$ cat config.mk
export PLATFORM = sky130hd
export DESIGN_NAME = fwd_scoreboard
export DESIGN_NICKNAME = d
export VERILOG_FILES = /design/src/rtl/fwd_scoreboard.sv
export SDC_FILE = /design/constraint.sdc
export NUM_CORES = 1
export LEC_CHECK = 0
export CORE_MARGIN = 10
export CORE_UTILIZATION = 30
export DETAILED_ROUTE_END_ITERATION = 8
export SLEW_MARGIN = 10
export SYNTH_ARGS = -nofsm -noshare
export SYNTH_HDL_FRONTEND = slang
export SYNTH_SLANG_ARGS = --single-unit
$ cat constraint.sdc
create_clock -name clk -period 14.4 [get_ports clk]
set_clock_uncertainty 0.05 [all_clocks]
set_input_delay 2.88 -clock clk [delete_from_list [all_inputs] [get_ports clk]]
set_output_delay 2.88 -clock clk [all_outputs]
set_load 0.05 [all_outputs]
$ cat src/rtl/fwd_scoreboard.sv
// fwd_scoreboard: decode-stage forwarding scoreboard.
// Tracks in-flight destination tags and captured results for every downstream
// stage, forwards youngest-first to NSRC decode operands, and detects load-use
// hazards, inserting one bubble per stalled cycle and counting stall cycles.
module fwd_scoreboard #(
    parameter int unsigned NSRC   = 2,
    parameter int unsigned NSTAGE = 3,
    parameter int unsigned REG_W  = 4,
    parameter int unsigned DATA_W = 32,
    parameter int unsigned CNT_W  = 16
) (
    input  logic                     clk,
    input  logic                     rst,
    input  logic                     issue_valid_i,
    input  logic [REG_W-1:0]         issue_dstE_i,
    input  logic [REG_W-1:0]         issue_dstM_i,
    input  logic                     flush_i,
    input  logic [NSRC*REG_W-1:0]    d_src_i,
    input  logic [NSRC*DATA_W-1:0]   d_rval_i,
    input  logic                     sel_valp_i,
    input  logic [DATA_W-1:0]        D_valP_i,
    input  logic [DATA_W-1:0]        e_valE_i,
    input  logic [DATA_W-1:0]        m_valM_i,
    output logic [NSRC*DATA_W-1:0]   d_val_o,
    output logic                     stall_o,
    output logic [CNT_W-1:0]         stall_cnt_o
);

    localparam logic [REG_W-1:0] RNONE = '1;

    // Per-stage tags; valE exists from M onward, valM from W onward
    // (the M-stage load result is the live m_valM_i).
    logic [REG_W-1:0]  r_dstE [NSTAGE];
    logic [REG_W-1:0]  r_dstM [NSTAGE];
    logic [DATA_W-1:0] r_valE [1:NSTAGE-1];
    logic [DATA_W-1:0] r_valM [2:NSTAGE-1];
    logic [CNT_W-1:0]  r_stall_cnt;

    logic [NSRC*DATA_W-1:0] w_d_val;
    logic                   w_stall;
    logic                   w_issue;

    // Youngest-first forwarding: walk oldest to youngest so the youngest match wins.
    always_comb begin
        w_d_val = d_rval_i;
        for (int k = 0; k < NSRC; k++) begin
            logic [REG_W-1:0]  src;
            logic [DATA_W-1:0] val;
            src = d_src_i[k*REG_W +: REG_W];
            val = d_rval_i[k*DATA_W +: DATA_W];
            for (int s = NSTAGE - 1; s >= 2; s--) begin
                if (r_dstE[s] == src) val = r_valE[s];
                if (r_dstM[s] == src) val = r_valM[s];
            end
            if (r_dstE[1] == src) val = r_valE[1];
            if (r_dstM[1] == src) val = m_valM_i;
            if (r_dstE[0] == src) val = e_valE_i;
            if (src == RNONE)     val = d_rval_i[k*DATA_W +: DATA_W];
            if (k == 0 && sel_valp_i) val = D_valP_i;
            w_d_val[k*DATA_W +: DATA_W] = val;
        end
    end

    // Load-use hazard: an operand needs the result of the load currently in E.
    always_comb begin
        w_stall = 1'b0;
        for (int k = 0; k < NSRC; k++) begin
            if (!(k == 0 && sel_valp_i) &&
                d_src_i[k*REG_W +: REG_W] != RNONE &&
                d_src_i[k*REG_W +: REG_W] == r_dstM[0])
                w_stall = 1'b1;
        end
    end

    assign w_issue = issue_valid_i && !flush_i && !w_stall;

    // Pipeline shift: stage 0 takes the issuing instruction or a bubble.
    always_ff @(posedge clk or posedge rst) begin
        if (rst) begin
            for (int s = 0; s < NSTAGE; s++) begin
                r_dstE[s] <= RNONE;
                r_dstM[s] <= RNONE;
            end
            for (int s = 1; s < NSTAGE; s++) r_valE[s] <= '0;
            for (int s = 2; s < NSTAGE; s++) r_valM[s] <= '0;
        end else begin
            r_dstE[0] <= w_issue ? issue_dstE_i : RNONE;
            r_dstM[0] <= w_issue ? issue_dstM_i : RNONE;
            r_dstE[1] <= r_dstE[0];
            r_dstM[1] <= r_dstM[0];
            r_valE[1] <= e_valE_i;
            r_dstE[2] <= r_dstE[1];
            r_dstM[2] <= r_dstM[1];
            r_valE[2] <= r_valE[1];
            r_valM[2] <= m_valM_i;
            for (int s = 3; s < NSTAGE; s++) begin
                r_dstE[s] <= r_dstE[s-1];
                r_dstM[s] <= r_dstM[s-1];
                r_valE[s] <= r_valE[s-1];
                r_valM[s] <= r_valM[s-1];
            end
        end
    end

    // Saturating stall-cycle counter.
    always_ff @(posedge clk or posedge rst) begin
        if (rst)
            r_stall_cnt <= '0;
        else if (w_stall && r_stall_cnt != {CNT_W{1'b1}})
            r_stall_cnt <= r_stall_cnt + CNT_W'(1);
    end

    assign d_val_o     = w_d_val;
    assign stall_o     = w_stall;
    assign stall_cnt_o = r_stall_cnt;

endmodule

==> results of run 1 <==
routing by layer:
metal	part of all wire [%]	track usage, %
met5	0.040	0
met1	42	25.54
met3	8.2	5.059
met2	48	32.27
met4	1.9	6.752
path summary, 6_finish.rpt:
kind                                   to  slack [ns]  cells past startpoint
max in group asynchronous      r_valM[25]       10.04                      3
setup reg to reg           stall_cnt_o[1]       11.80                      6
hold / removal                  r_dstE[6]        0.34                      0
setup / recovery               d_val_o[1]        4.69                      8
min in group asynchronous  stall_cnt_o[1]        2.88                      2
hold reg to reg                 r_dstE[6]        0.34                      0
placed cells by master (no fill, tap or decap), types with 33 or more instances in the layout:
master / instances
sky130_fd_sc_hd__nor2_1: 34
sky130_fd_sc_hd__clkdlybuf4s50_1: 260
sky130_fd_sc_hd__mux2i_1: 33
sky130_fd_sc_hd__and3_1: 41
sky130_fd_sc_hd__xnor2_1: 46
sky130_fd_sc_hd__nor3_1: 64
sky130_fd_sc_hd__nand2_1: 96
sky130_fd_sc_hd__nand3_1: 45
sky130_fd_sc_hd__dfrtp_1: 112
sky130_fd_sc_hd__a21oi_1: 33
where the power goes:
group	internal [mW]	switching [mW]
clock	0.270	0.186
sequential	0.407	0.0184
combinational	0.168	0.263
flip-flops by register name, indices dropped and copies added, names as in the netlist:
signal,cells
r_dstM,12
r_valE,64
stall_cnt_o,16
r_dstE,12
r_valM,32
logic make-up after synthesis:
family | after synthesis | synth area share (%)
AO/OA/AOI/OAI | 227 | 21.76
flip-flops | 136 | 42.63
buffers and inverters | 84 | 4.521
adder cells (fa/ha/maj) | 1 | 0.1553
multiplexers | 34 | 4.241
AND/OR/NAND/NOR | 322 | 19.95
XOR/XNOR | 62 | 6.742
through the flow:
stage	std cells	cell area, µm²	hold WS [ns]	setup WS (ns)
after global placement	1395	10880	0.3283	4.619
after floorplan	866	8054	0.3216	6.221
after CTS	1427	11490	0.3391	4.619
final	1429	11500	0.3387	4.688
after global routing	1428	11500	0.3462	4.542
after detailed placement	1395	10880	0.3296	4.623
layout make-up:
| cell class | instances | share of cell area (%) |
|---|---|---|
| clock buffers | 19 | 3.939 |
| multi-input cells | 646 | 37.41 |
| diodes | 2 | 0.04353 |
| flip-flops and latches | 136 | 29.86 |
| well taps | 335 | 3.645 |
| clock inverters | 13 | 1.371 |
| repair buffers | 275 | 23.59 |
| inverters | 3 | 0.1415 |
==> reports/qor.yml, run 1 <==
critical_path.max_stage_delay_ns: 0.90
gp_routability_congestion: 0.8138
io_buffers: 261
ctsRootBufferMaster: "sky130_fd_sc_hd__clkbuf_16"
num_io_pins: 262
slowest_stage: "sky130_fd_sc_hd__nand3_2"
finalCritPeriodShare_pct: 67.44
antenna_violating_nets_post_route: 0
grt_util_all_layers_pct: 20.03
p_leak_nw: 4.554
yosys.cell_count.top_type: "sky130_fd_sc_hd__dfrtp_1"
synth_enable_flop_cells: 0
antenna_found_initial: 2
total_count_of_max_transition_violations_in_the_final_report: 0
irDropWorstVdd_mv: 0.09830
final.fill_count: 2544
slew-limit-headroom_pct: 17.91
post_cts_buffers: 0
synth_top_cells_by_area: "sky130_fd_sc_hd__dfrtp_1, sky130_fd_sc_hd__dfstp_2, sky130_fd_sc_hd__xnor2_1, sky130_fd_sc_hd__nand2_1, sky130_fd_sc_hd__mux2i_1"
sum_of_negative_setup_slack_ns: 0
netlist_area_before_placement_um2: 8054
outcome: "complete, no violations"
ctsHoldBuffers: 0
synth-async-reset-ratio_pct: 100.0
timing.critical_path.arrival_ns: 6.78
cts_buffers: 17
grt-ovfl-total: 0
nNetsFinal: 1261
place.detailed.hpwl_mm: 22.41
worst_pin_slew_ns: 1.228
post_cts_resized: 0
synth.ff_latch_count: 136
post_route_drc: 0
synth.cells.most_frequent: "sky130_fd_sc_hd__dfrtp_1, sky130_fd_sc_hd__nand2_1, sky130_fd_sc_hd__nor3_1, sky130_fd_sc_hd__clkbuf_1, sky130_fd_sc_hd__nand3_1"
hold_start: "r_dstE[10]"
clk_path_buf_depth: 2
floorplan.die.height_um: 183.9
cap_violations: 0
avg_inst_size_synth_um2: 9.300
reg2reg_from: "stall_cnt_o[0]"
power.total_mw: 1.311
first_pass_grt_wire_length_mm: 52.34
synth_top_area_cell: "sky130_fd_sc_hd__dfrtp_1"
per_cell_routed_wire_length_um: 24.58
tritoncts_clock_tree: "built"
yosys.area.top_type_share_pct: 34.80
clk_pin_slew_worst_paths_ns: 0.06
synth_sequential_area_ratio_pct: 42.63
pin_count_of_the_biggest_net_entering_global_routing: 73
clock-sinks: 136
yosys_most_used_dff: "sky130_fd_sc_hd__dfrtp_1"
fp.coreArea_um2: 26210
multi_input_combinational_cell_area_um2: 4302
setup_repair_after_global_routing_missed_its_margin: "no"
syn-instance-count: 866
critical_path_class: "in -> out"
initial_utilization_pct: 30.73
critical_path.cell_chain: "clkdlybuf4s50_1 -> xnor2_1 -> nand4_1 -> buf_4 -> nand3_2 -> a2bb2oi_1 -> a221o_1 -> clkdlybuf4s50_1"
post-route-util_pct: 43.88
min-delay-path-class: "reg -> reg"
ys_types: 43
viasPerCell: 5.782
critical_path_buf_inv_count: 3
final_hold_viol_count: 0
drive_gt1_share_pct: 7.967
vias_post_dr: 8263
setup.worst_path.end_class: "output port"
timing.critical_path.from_type: "input port"
area.growth.synth_to_final_pct: 42.77
cts_max_level: 4
dieWidth_um: 183.9
drt-total-wl_mm: 35.13
required_arrival_time_at_the_worst_endpoint_ns: 11.47
area_enclosed_by_the_die_boundary_um2: 33800
timing.fmax_ghz: 0.1030
critical_path.most_common_cell: "sky130_fd_sc_hd__clkdlybuf4s50_1"
final_period_minus_worst_setup_slack_ns: 9.712
initialDrtViolationCount: 854
row_count: 59
worst_path_dominant_cell_family: "buffers and inverters"
yosys_warnings: 0
worst_skew_pair.late_latency_ns: 0.42
postSynthNetCount: 1048
cellPowerDensity_nw_per_um2: 114.0
detail_route.first_pass.iterations: 7
crit_start: "d_src_i[2]"
final-seq-area_um2: 3433
crit_fanout: 34
finalSetupViolations: 0
grt_pass1_vias: 8602
Power figures use the tool's default switching activity.
==> inputs of run 2 (changes only) <==
==> constraint.sdc (replaced) <==
create_clock -name clk -period 8.45 [get_ports clk]
set_clock_uncertainty 0.05 [all_clocks]
set_input_delay 1.69 -clock clk [delete_from_list [all_inputs] [get_ports clk]]
set_output_delay 1.69 -clock clk [all_outputs]
set_load 0.05 [all_outputs]
==> run 2 against run 1 <==
Net effect: combinational power increased by 71%; wire length down 0.14%; first-iteration DRC count rose by 13%; flip-flop and latch count is the same; count of clock-buffer cells in the layout stayed put; sequential power rose by 71%; worst hold slack gained 0.0011 ns; largest cell class unchanged.
==> reports/qor.yml, run 2 (synthesized netlist as in run 1, its figures left out) <==
whs_path_depth: 0  # unchanged
seq_power_share_pct: 32.8  # +0.4 points
worst_skew_pair.late_latency_ns: 0.43  # about the same
p_leak_nw: 4.574  # +0.44%
final_cell_mix: "sky130_fd_sc_hd__clkdlybuf4s50_1, sky130_fd_sc_hd__dfrtp_1, sky130_fd_sc_hd__nand2_1, sky130_fd_sc_hd__nor3_1, sky130_fd_sc_hd__xnor2_1"
post-route-util_pct: 43.97  # +0.091 points
timing.critical_path.from_type: "input port"
comb_power_share_pct: 33.3  # +0.4 points
drt-total-wl_mm: 35.08  # -0.14%
fp.coreArea_um2: 26210  # unchanged
slew-limit-headroom_pct: 24.36  # +6.4 points
timing.fmax_ghz: 0.1355
cellPowerDensity_nw_per_um2: 191.7  # +68%
total_count_of_max_transition_violations_in_the_final_report: 0  # unchanged
setup_repair_after_global_routing_missed_its_margin: "no"
antenna_found_initial: 3  # +1
switching_share_of_total_power_pct: 36.20  # +0.56 points
place.detailed.hpwl_mm: 23.30  # +4.0%
critical_path.cell_chain: "clkdlybuf4s50_1 -> xnor2_1 -> nand4_1 -> nand2b_2 -> o221ai_1 -> o31ai_1 -> clkdlybuf4s50_1"
nNetsFinal: 1265  # +0.32%
timing.critical_path.arrival_ns: 5.64  # -1.14 ns
grt_util_all_layers_pct: 20.03  # about the same
cap_violations: 0  # unchanged
reg2reg_from: "stall_cnt_o[0]"
min-delay-path-class: "reg -> reg"
worst_pin_slew_ns: 1.132  # -0.09647 ns
sum_of_negative_setup_slack_ns: 0  # unchanged
area.growth.synth_to_final_pct: 43.06
clk_path_buf_depth: 2  # unchanged
detail_route.first_pass.iterations: 9  # +2
clk_pin_slew_worst_paths_ns: 0.06  # about the same
drive_gt1_share_pct: 8.303  # +0.34 points
outcome: "complete, no violations"
cts_buffers: 17  # unchanged
p_switching_mw: 0.7998  # +71%
worst_path_dominant_cell_family: "buffers and inverters"
hold_start: "r_dstE[10]"
ff2ff_setup_slack_ns: 5.83  # -5.97 ns
gp_routability_congestion: 0.8346  # +2.6%
num_io_pins: 262  # unchanged
ctsHoldBuffers: 0  # unchanged
post_cts_buffers: 0  # unchanged
setup.worst_path.end_class: "output port"
first_pass_grt_wire_length_mm: 52.50  # +0.29%
irDropWorstVdd_mv: 0.1207  # +23%
critical_path.most_common_cell: "sky130_fd_sc_hd__clkdlybuf4s50_1"
finalSetupViolations: 0  # unchanged
vias_post_dr: 8277  # +0.17%
required_arrival_time_at_the_worst_endpoint_ns: 6.71  # -4.76 ns
critical_path_buf_inv_count: 2  # -1
clock-sinks: 136  # unchanged
finalCritPeriodShare_pct: 87.36
cts_max_level: 4  # unchanged
post_cts_resized: 0  # unchanged
floorplan.die.height_um: 183.9  # unchanged
per_cell_routed_wire_length_um: 24.46  # -0.49%
pin_count_of_the_biggest_net_entering_global_routing: 73  # unchanged
slowest_stage: "sky130_fd_sc_hd__nand2b_2"
largest_register_ff_count: 64  # unchanged
final_period_minus_worst_setup_slack_ns: 7.382
initial_utilization_pct: 30.73  # unchanged
tritoncts_clock_tree: "built"
io_buffers: 261  # unchanged
timing.rr.end: "stall_cnt_o[1]"
initialDrtViolationCount: 968  # +13%
critical_path.max_stage_delay_ns: 0.96  # +0.06 ns
row_count: 59  # unchanged
dieWidth_um: 183.9  # unchanged
reg2reg_depth: 6  # unchanged
grt_pass1_vias: 8562  # -0.47%
final_common_cell: "sky130_fd_sc_hd__clkdlybuf4s50_1"
ctsRootBufferMaster: "sky130_fd_sc_hd__clkbuf_16"
post_route_drc: 0  # unchanged
final_hold_viol_count: 0  # unchanged
grt-ovfl-total: 0  # unchanged
critical_path_class: "in -> out"
crit_fanout: 32  # -5.9%
p_int_mw: 1.410  # +67%
top_register: "r_valE"
endpoint_of_the_worst_hold_timing_path: "r_dstE[6]"
area_enclosed_by_the_die_boundary_um2: 33800  # unchanged
antenna_violating_nets_post_route: 0  # unchanged
share_clk_of_total_power_pct: 33.9  # -0.8 points
viasPerCell: 5.772  # -0.18%
run 2: how the worst max path moves through the flow:
stage	slack [ns]	startpoint	end	cells after the start
4_1_cts	1.11	d_src_i[5]	d_val_o[61]	7
5_1_grt	0.87	d_src_i[5]	d_val_o[58]	7
3_5_place_dp	1.15	d_src_i[5]	d_val_o[61]	7
2_1_floorplan	2.65	d_src_i[6]	d_val_o[33]	7
6_report	1.07	d_src_i[5]	d_val_o[61]	7
3_3_place_gp	1.22	d_src_i[7]	d_val_o[61]	7
run 2: final cells by class:
class	count	area (µm²)
timing repair buffer	279	2755
multi-input combinational	646	4302
sequential	136	3433
clock buffer	19	452.9
fill	2500	14680
clock inverter	13	136.4
tap	335	419.2
antenna	3	7.507
inverter	3	16.27
run 2: through the flow:
| step | worst slack, ns | area, µm² | hold slack [ns] | power [mW] | std cells |
|---|---|---|---|---|---|
| after floorplan | 2.651 | 8054 | 0.3216 | 1.166 | 866 |
| after global placement | 1.222 | 10930 | 0.3295 | 1.470 | 1399 |
| after detailed placement | 1.145 | 10930 | 0.3301 | 1.472 | 1399 |
| after CTS | 1.110 | 11510 | 0.3395 | 2.229 | 1431 |
| after global routing | 0.8729 | 11520 | 0.3442 | 2.304 | 1434 |
| final | 1.068 | 11520 | 0.3397 | 2.209 | 1434 |
run 2: routing by layer:
| metal | GRT usage [%] | part of all wire, % |
|---|---|---|
| met3 | 5.830 | 8.5 |
| met5 | 0 | 0 |
| met2 | 31.71 | 47 |
| met1 | 25.63 | 43 |
| met4 | 6.490 | 2.0 |
run 2: power by group through the flow:
stage,clock network (mW),registers [mW],logic [mW]
after CTS,0.765,0.724,0.740
final,0.748,0.725,0.736
after global placement,0,0.735,0.735
after floorplan,0,0.757,0.409
after detailed placement,0,0.735,0.737
after global routing,0.798,0.730,0.776
